### config.mk
export PLATFORM = sky130hd
export DESIGN_NAME = switch_input_port
export DESIGN_NICKNAME = d
export VERILOG_FILES = /design/src/rtl/switch_input_pkg.sv /design/src/rtl/sync_fifo.sv /design/src/rtl/switch_input_port.sv
export SDC_FILE = /design/constraint.sdc
export NUM_CORES = 1
export LEC_CHECK = 0
export BUFFER_PORTS_ARGS = -buffer_cell sky130_fd_sc_hd__buf_4
export CORE_ASPECT_RATIO = 0.75
export CORE_MARGIN = 4
export CORE_UTILIZATION = 48
export DETAILED_ROUTE_END_ITERATION = 8
export PLACE_DENSITY = 0.69
export SYNTH_ARGS = -nofsm -noshare
export SYNTH_HDL_FRONTEND = slang
export SYNTH_SLANG_ARGS = --single-unit
### constraint.sdc
create_clock -name clock -period 2.64 [get_ports clock]
set_clock_uncertainty 0.05 [all_clocks]
set_input_delay 0.396 -clock clock [delete_from_list [all_inputs] [get_ports clock]]
set_output_delay 0.396 -clock clock [all_outputs]
set_load 0.03 [all_outputs]
### src/rtl/switch_input_pkg.sv
// Shared sizing defaults and autorepeat timing for the switch input port.
// Latency/backpressure: none (constants and a pointer-width helper only).
package switch_input_pkg;
  localparam int DATA_W_DEF = 16;
  localparam int DEPTH_DEF  = 4;

  localparam logic [15:0] REPEAT_DELAY = 16'd50000;
  localparam logic [15:0] REPEAT_RATE  = 16'd10000;

  function automatic int ptr_w(input int depth);
    return (depth > 1) ? $clog2(depth) : 1;
  endfunction
endpackage

### src/rtl/sync_fifo.sv
// Show-ahead FIFO: rdata is the head straight from storage; writes land one clock after push.
// Push when full is ignored unless a pop happens the same cycle; pop when empty is ignored.
module sync_fifo
  import switch_input_pkg::*;
#(
  parameter int DATA_W = DATA_W_DEF,
  parameter int DEPTH  = DEPTH_DEF
) (
  input  logic                  clock,
  input  logic                  reset,
  input  logic                  push,
  input  logic                  pop,
  input  logic [DATA_W-1:0]     wdata,
  output logic [DATA_W-1:0]     rdata,
  output logic [ptr_w(DEPTH):0] count,
  output logic                  full,
  output logic                  empty
);
  localparam int PW = ptr_w(DEPTH);

  logic [DATA_W-1:0] mem [DEPTH];
  logic [PW-1:0]     wr_ptr;
  logic [PW-1:0]     rd_ptr;
  logic              do_push;
  logic              do_pop;

  assign empty   = (count == '0);
  assign full    = (count == (PW+1)'(DEPTH));
  assign do_pop  = pop & ~empty;
  // A full FIFO still accepts a word when the head leaves in the same cycle.
  assign do_push = push & (~full | do_pop);
  assign rdata   = mem[rd_ptr];

  always_ff @(posedge clock or negedge reset) begin
    if (!reset) begin
      for (int i = 0; i < DEPTH; i++) mem[i] <= '0;
      wr_ptr <= '0;
      rd_ptr <= '0;
      count  <= '0;
    end else begin
      if (do_push) begin
        mem[wr_ptr] <= wdata;
        wr_ptr      <= wr_ptr + PW'(1);
      end
      if (do_pop) rd_ptr <= rd_ptr + PW'(1);
      case ({do_push, do_pop})
        2'b10:   count <= count + (PW+1)'(1);
        2'b01:   count <= count - (PW+1)'(1);
        default: count <= count;
      endcase
    end
  end
endmodule

### src/rtl/switch_input_port.sv
// IN-instruction responder: synchronized enter press captures switches into a FIFO; DB_out rise to data_valid is SYNC_STAGES+1 clocks.
// Stalls the CPU via hlt_req while empty; drops presses when full (sticky overflow). SWITCH_INPUT_PORT_AUTOREPEAT_EN adds hold-to-repeat.
module switch_input_port
  import switch_input_pkg::*;
#(
  parameter int DATA_W      = DATA_W_DEF,
  parameter int DEPTH       = DEPTH_DEF,
  parameter int SYNC_STAGES = 2
) (
  input  logic                  clock,
  input  logic                  reset,
  input  logic [DATA_W-1:0]     switches,
  input  logic                  DB_out,
  input  logic                  cu_inSignal,
  output logic [DATA_W-1:0]     in_data,
  output logic                  data_valid,
  output logic                  hlt_req,
  output logic                  full,
  output logic                  overflow,
  output logic [ptr_w(DEPTH):0] count
);
  logic [SYNC_STAGES-1:0] btn_sync_q;
  logic [DATA_W-1:0]      sw_sync_q [SYNC_STAGES];
  logic                   btn_sync;
  logic                   btn_prev;
  logic                   btn_rise;
  logic                   repeat_push;
  logic                   push;
  logic                   pop;
  logic                   empty;

  assign btn_sync = btn_sync_q[SYNC_STAGES-1];
  assign btn_rise = btn_sync & ~btn_prev;
  assign push     = btn_rise | repeat_push;
  assign pop      = cu_inSignal & data_valid;

  always_ff @(posedge clock or negedge reset) begin
    if (!reset) begin
      btn_sync_q <= '0;
      for (int i = 0; i < SYNC_STAGES; i++) sw_sync_q[i] <= '0;
      btn_prev   <= 1'b0;
    end else begin
      btn_sync_q   <= {btn_sync_q[SYNC_STAGES-2:0], DB_out};
      sw_sync_q[0] <= switches;
      for (int i = 1; i < SYNC_STAGES; i++) sw_sync_q[i] <= sw_sync_q[i-1];
      btn_prev     <= btn_sync;
    end
  end

`ifdef SWITCH_INPUT_PORT_AUTOREPEAT_EN
  logic [15:0] hold_cnt;

  // After the first repeat, rewind so the next hit on REPEAT_DELAY is REPEAT_RATE clocks later.
  always_ff @(posedge clock or negedge reset) begin
    if (!reset) begin
      hold_cnt <= '0;
    end else if (!btn_sync) begin
      hold_cnt <= '0;
    end else if (hold_cnt == REPEAT_DELAY) begin
      hold_cnt <= REPEAT_DELAY - REPEAT_RATE + 16'd1;
    end else begin
      hold_cnt <= hold_cnt + 16'd1;
    end
  end

  assign repeat_push = btn_sync & (hold_cnt == REPEAT_DELAY);
`else
  assign repeat_push = 1'b0;
`endif

  always_ff @(posedge clock or negedge reset) begin
    if (!reset) begin
      overflow <= 1'b0;
    end else if (push & full & ~pop) begin
      overflow <= 1'b1;
    end
  end

  sync_fifo #(
    .DATA_W (DATA_W),
    .DEPTH  (DEPTH)
  ) u_fifo (
    .clock (clock),
    .reset (reset),
    .push  (push),
    .pop   (pop),
    .wdata (sw_sync_q[SYNC_STAGES-1]),
    .rdata (in_data),
    .count (count),
    .full  (full),
    .empty (empty)
  );

  assign data_valid = ~empty;
  assign hlt_req    = cu_inSignal & ~data_valid;
endmodule

==> results.md, run 1 <==
- CP arrival: 1.79 ns
- DIE HEIGHT: 90.62 um
- Area growth syn-to-layout: 17.13%
- Post-DP HPWL: 4.731 mm
- Die span in x: 118.2 um
- Worst-path clk slew: 0.07 ns
- DR vias: 2122
- Final worst-path cycle share: 84.52%
- Postcts setup bufs: 0
- Hold_buf cts: 1
- Ys async rst share: 100.0%
- Reg-to-reg startpoint: btn_sync_q[1]
- HP Class: input port to register
- Routed vias/inst: roughly 5.3
- Worst-case clock buffer depth: 2
- Antenna violations before repair: 0
- Die area: around 11000 um2
- GRT Residual Overflow: 0
- Post-CTS sizing: 0
- Worst hold stages: 1
- Register area share after synthesis: 61.30%
- Post-synth top cells: dfrtp_1 (107), mux2_4 (40), mux2_2 (24)
- Initial Utilization: approximately half
- Skew-Pair Late Insertion Delay: 0.35 ns
- Max IR drop VDD: 0.0007835 V
- Cell taking the most area after synthesis: dfrtp_1
- Slew @ Worst Pin: 0.5081 ns
- Post-synth EDFFs: 0
- Sw Pwr: 0.002290 W
- Main synth FF type: dfrtp_1
- Crit path max-delay cell type: mux4_2
- Most common cell in the netlist: dfrtp_1
- Slew margin rel.: 66.13%
- Mapped Nets: 265
- Maximum clock frequency: around 450 MHz
- FF+latch count, synth: about 110
- Setup crit start kind: register
- Post-DP Area: 4757 um2
- Number of max-cap violations: 0
- Critical Path Fanout Max: 18
- Largest cells by area after synthesis: dfrtp_1 (61%), mux2_4 (14%), mux4_2 (8.2%)
- PD cells: around 1400 nW/um2
- CTS tree: yes
- First-pass DRT Iterations: 4
- Number of synthesis warnings: 0
- Syn avg cell area: roughly 18 um2
- CTS buffer count: 9
- Io pins: 43
- Nets@finish: 314
- Power Internal: around 0.0047 W
- Rows: 29
- Ant diodes: 0
- Critical path's largest stage delay: 0.58 ns
- Synthesized cell area: 4368 um2
- Levels on crit path: 3
- CP required: between 2 and 2.5 ns
- Clock sinks: 107
- # fillers: about 640
- Vias in the first global route: 2340
- Final instance area: 5116 um2
- Drt wl/cell: 18.29 um
- Flop pwr share: 37.7%
- Final Hold Viols: 0
- Lkg Pwr: 2.447 nW
- Slew Limit Fails: 0
- Status: finished, final reports clean
- Storage element area: 2678 um2
- Reg2Reg Depth: 6
- Placeable Area: around 8700 um2
- H-tree depth: 3
- Detail Route Antenna Nets: 0
- CP startpoint: u_fifo.rd_ptr[0]
- Layout cell share with drive strength beyond 1: 51.36%
- GP Congestion: 0.7259
- Final setup TNS: 0 ns
- Critical path, cell by cell: buf_4, mux4_2, buf_4
- Comb pwr share: 40.3%
- Total routed wirelength: roughly 7.4 mm
- Post-synth top area share: 61.30%
- Pin count of the biggest net entering global routing: 51
- Post-synthesis cell type count: 28
- First-pass GRT wire length: about 12 mm
- Starting DRT DRC Count: 78
- Clock share of power: 22.0%
- CP bufs+invs: 2
- Multi-input logic area: between 1500 and 2000 um2
- Hold Crit Start: switches[4]
- Drt drc: 0
- CP delay by family, top: multiplexers
- Placed cells: 385
- Post-Syn Instances: 240
- Most frequent CP cell: buf_4
- Root Driver: clkbuf_16
- Port buffer count: 42
- Worst setup EP type: primary output
- Min cycle time layout: ~2.2 ns
- Final std cells w/o fill: 402
- Setup violations, final: 0
- RSZ-0062 raised after global routing: no
- Sw Ratio: 32.93%
- Class of the most critical setup path: register to primary output
- Gr usage total: around 15%
==> placed cells by master (no fill, tap or decap), types with 2 or more instances in the layout <==
cell type	instances
mux4_2	16
nand2_1	6
inv_1	6
mux2_4	40
o221ai_1	2
nor2_1	2
mux2_2	24
xnor2_1	5
a21oi_1	2
buf_4	45
clkinv_4	2
ha_1	4
bufinv_16	3
nand2_4	4
dfrtp_1	107
clkbuf_16	9
==> worst paths after layout <==
check	end	slack (ns)
max reg2reg	u_fifo.count[2]	0.66
min in group asynchronous	u_fifo.mem[18]	0.50
min reg2reg	btn_sync_q[1]	0.30
max	in_data[7]	0.41
min	sw_sync_q[20]	0.10
max in group asynchronous	u_fifo.mem[54]	1.38
==> kinds of logic (layout without fill, tap and decap cells) <==
kind of cell | Yosys count | after routing | synth area share (%)
AO/OA/AOI/OAI | 9 | 9 | 1.490
XOR/XNOR | 6 | 6 | 1.203
adder cells (fa/ha/maj) | 5 | 5 | 1.604
buffers and inverters | 15 | 69 | 2.893
flip-flops | 107 | 107 | 61.30
multiplexers | 80 | 80 | 28.19
AND/OR/NAND/NOR | 18 | 18 | 3.323
==> metrics by stage <==
stage          setup WS [ns]  util, %  hold WS (ns)  total power, W
2_1_floorplan         0.5515        -       0.05041        0.004672
3_3_place_gp          0.7124    54.86        0.2817        0.005379
3_5_place_dp          0.6442    54.86        0.2855        0.005469
4_1_cts               0.3756    59.00       0.08773        0.007030
5_1_grt               0.3114    59.00       0.07974        0.007309
6_report              0.4086    59.00        0.1003        0.006953
==> area by class of cell <==
| type | count | area share (%) |
|---|---|---|
| sequential | 107 | 52.34 |
| clock buffer | 9 | 4.402 |
| tap | 108 | 2.641 |
| inverter | 6 | 0.4402 |
| multi-input combinational | 118 | 30.57 |
| timing repair buffer | 47 | 7.190 |
| clock inverter | 7 | 2.421 |
==> layer usage <==
layer	vias to the layer above	routed length [um]	GRT usage (%)	share of wire (%)
met3	10	296	5.510	4.0
li1	955	-	-	-
met2	36	3630	24.44	49
met5	-	0	0	0
met4	0	100	4.683	1.4
met1	1121	3325	19.16	45
==> worst reg2reg max path: cells and delay by family, from the launching register on <==
family                   cells  cell delay [ns]
AO/OA/AOI/OAI                1             0.08
XOR/XNOR                     1             0.14
adder cells (fa/ha/maj)      1             0.40
flip-flops                   1             0.40
AND/OR/NAND/NOR              3             0.80
==> sequential cells by signal, indices dropped and copies added (netlist names) <==
name,count
sw_sync_q,32
overflow,1
u_fifo.rd_ptr,2
u_fifo.count,3
u_fifo.mem,64
u_fifo.wr_ptr,2
btn_sync_q,2
btn_prev,1
==> power by group through the flow <==
stage | Clock (W) | Sequential [W] | Combinational (W)
after floorplan | 0 | 0.00254 | 0.00213
after global placement | 0 | 0.00260 | 0.00278
after detailed placement | 0 | 0.00263 | 0.00284
after CTS | 0.00156 | 0.00262 | 0.00285
after global routing | 0.00163 | 0.00270 | 0.00298
final | 0.00153 | 0.00262 | 0.00280
(Power assumes the default switching activity.)
==> inputs of run 2 (changes only) <==
--- a/config.mk
+++ b/config.mk
@@ -10,7 +10,7 @@
 export CORE_MARGIN = 4
 export CORE_UTILIZATION = 48
 export DETAILED_ROUTE_END_ITERATION = 8
-export PLACE_DENSITY = 0.69
+export PLACE_DENSITY = 0.71
 export SYNTH_ARGS = -nofsm -noshare
 export SYNTH_HDL_FRONTEND = slang
 export SYNTH_SLANG_ARGS = --single-unit
==> constraint.sdc (replaced) <==
create_clock -name clock -period 1.9 [get_ports clock]
set_clock_uncertainty 0.05 [all_clocks]
set_input_delay 0.285 -clock clock [delete_from_list [all_inputs] [get_ports clock]]
set_output_delay 0.285 -clock clock [all_outputs]
set_load 0.03 [all_outputs]
==> run 2 against run 1 <==
Against the previous run:
- the flow now finishes with violations (setup timing)
- first-iteration DRC count rose by 49%
- cell count rose by 6.5%
- final area rose by 6.8%
- largest power group unchanged
==> results.md, run 2 (synthesis gave the netlist of run 1 again) <==
- First-pass DRT Iterations: 4
- Post-DP Area: 4832 um2
- Initial Utilization: approximately half
- Total routed wirelength: 8.100 mm
- CP delay by family, top: multiplexers
- # fillers: 628
- First-pass GRT wire length: 13.77 mm
- HP Class: register to register
- Max IR drop VDD: around 0.0012 V
- Pin count of the biggest net entering global routing: 40
- Drt drc: 0
- Final instance area: roughly 5500 um2
- Worst R2R End: u_fifo.count[2]
- Worst-case clock buffer depth: 2
- Antenna violations before repair: 0
- Largest register FFs: 64
- Vias in the first global route: 2620
- Crit path max-delay cell type: mux4_2
- Hold Crit Start: sw_sync_q[31]
- Worst-path clk slew: 0.07 ns
- Io pins: between 40 and 50
- Area growth syn-to-layout: 25.15%
- Reg-to-reg startpoint: u_fifo.count[0]
- Critical Path Fanout Max: 7
- Lkg Pwr: 2.583 nW
- Slew margin rel.: between 60 and 70%
- Nets@finish: 340
- Port buffer count: 42
- CP required: 1.56 ns
- Number of max-cap violations: 0
- PD cells: 1854 nW/um2
- Largest Register: u_fifo.mem
- Final setup TNS: -1.047 ns
- Placed cells: ~400
- RSZ-0062 raised after global routing: yes
- CTS tree: yes
- Largest registers: u_fifo.mem x64, sw_sync_q x32, u_fifo.count x3
- Min cycle time layout: 1.986 ns
- Gr usage total: 16.49%
- Die span in x: between 100 and 150 um
- Maximum clock frequency: 503.4 MHz
- H-tree depth: 3
- Clock sinks: 107
- Most common cell after layout, fill and taps aside: dfrtp_1
- GRT Residual Overflow: 0
- Reg2Reg Setup Slack: 0.02 ns
- Critical path's largest stage delay: 0.54 ns
- Most frequent cells in the layout: dfrtp_1 (104), mux2_4 (40), buf_4 (33), mux2_2 (24)
- Detail Route Antenna Nets: 0
- Drt wl/cell: 18.93 um
- Slew @ Worst Pin: 0.4661 ns
- Reg2Reg Depth: 6
- Placeable Area: 8672 um2
- Setup crit start kind: register
- Final Hold Viols: 0
- Setup violations, final: 16
- Skew-Pair Late Insertion Delay: 0.35 ns
- Post-DP HPWL: about 5.0 mm
- Slew Limit Fails: 0
- Class of the most critical setup path: register to primary output
- Failing checks: setup timing
- Final worst-path cycle share: 104.5%
- DR vias: 2252
- Layout cell share with drive strength beyond 1: 51.56%
- Starting DRT DRC Count: 116
- Final Worst Setup Slack: -0.08637 ns
- Worst setup EP type: primary output
- CP bufs+invs: 2
- CTS buffer count: 9
- Die area: 10710 um2
- Worst hold stages: 0
- CP arrival: between 1.5 and 2 ns
- DIE HEIGHT: 90.62 um
- GP Congestion: 0.7742
- Ant diodes: 0
- Status: finished with violations
- Routed vias/inst: about 5.3
- Rows: 29
- Hold path endpoint: sw_sync_q[15]
- Root Driver: clkbuf_16
- Final std cells w/o fill: 428
- Critical path, cell by cell: buf_12, mux4_2, buf_6
[run 2: cell type report]
class,instances,area [um2],area share (%)
Sequential cell,107,2681,49.05
Multi-Input combinational cell,118,1585,29.00
Timing Repair Buffer,73,715.7,13.09
Tap cell,108,135.1,2.472
Clock buffer,10,239.0,4.372
Inverter,6,22.52,0.4120
Clock inverter,6,87.58,1.602
[run 2: worst max-delay path by stage]
| stage | start | end | slack (ns) | cells after the start |
|---|---|---|---|---|
| 2_1_floorplan | u_fifo.count[2] | u_fifo.count[2] | 0.001 | 6 |
| 3_3_place_gp | u_fifo.count[1] | u_fifo.count[2] | 0.09 | 6 |
| 3_5_place_dp | u_fifo.count[1] | u_fifo.mem[2] | 0.06 | 5 |
| 4_1_cts | u_fifo.rd_ptr[0] | in_data[6] | -0.11 | 3 |
| 5_1_grt | u_fifo.rd_ptr[0] | in_data[6] | -0.15 | 3 |
| 6_report | u_fifo.rd_ptr[0] | in_data[6] | -0.09 | 3 |
[run 2: where the power goes]
| part | switching [W] | internal (W) |
|---|---|---|
| logic | 0.00201 | 0.00250 |
| clock network | 0.000814 | 0.00119 |
| registers | 0.000518 | 0.00310 |
| total | 0.00334 | 0.00680 |
[run 2: per-layer routing]
layer / up-vias / part of all wire, % / GRT usage, %
met2: 34 / 48 / 25.44
met1: 1196 / 47 / 22.81
met4: 0 / 1.1 / 4.390
met3: 9 / 3.6 / 5.135
met5: - / 0 / 0
li1: 1013 / - / -
[run 2: worst reg2reg max path, delay by kind of cell (launching register included)]
family	cells	cell delay, ns
flip-flops	1	0.45
AO/OA/AOI/OAI	2	0.32
adder cells (fa/ha/maj)	1	0.43
XOR/XNOR	1	0.13
AND/OR/NAND/NOR	2	0.38
[run 2: metrics by stage]
stage	power (W)	setup WS, ns	hold slack, ns	util, %
6_report	0.01013	-0.08637	0.2974	63.04
5_1_grt	0.01066	-0.1460	0.3076	63.04
4_1_cts	0.01007	-0.1073	0.3000	62.39
3_5_place_dp	0.007733	0.05780	0.2222	55.72
3_3_place_gp	0.007603	0.09497	0.2152	55.72
2_1_floorplan	0.006498	0.001095	-0.06059	-
[run 2: repair_timing]
action	4_1_cts	5_1_grt
endpoints found under the hold margin	47	0
setup endpoints to repair	17	18
hold buffers	18	0
buffers inserted	2	0
gates cloned	0	1
resized for setup	15	7
pin swaps	1	0
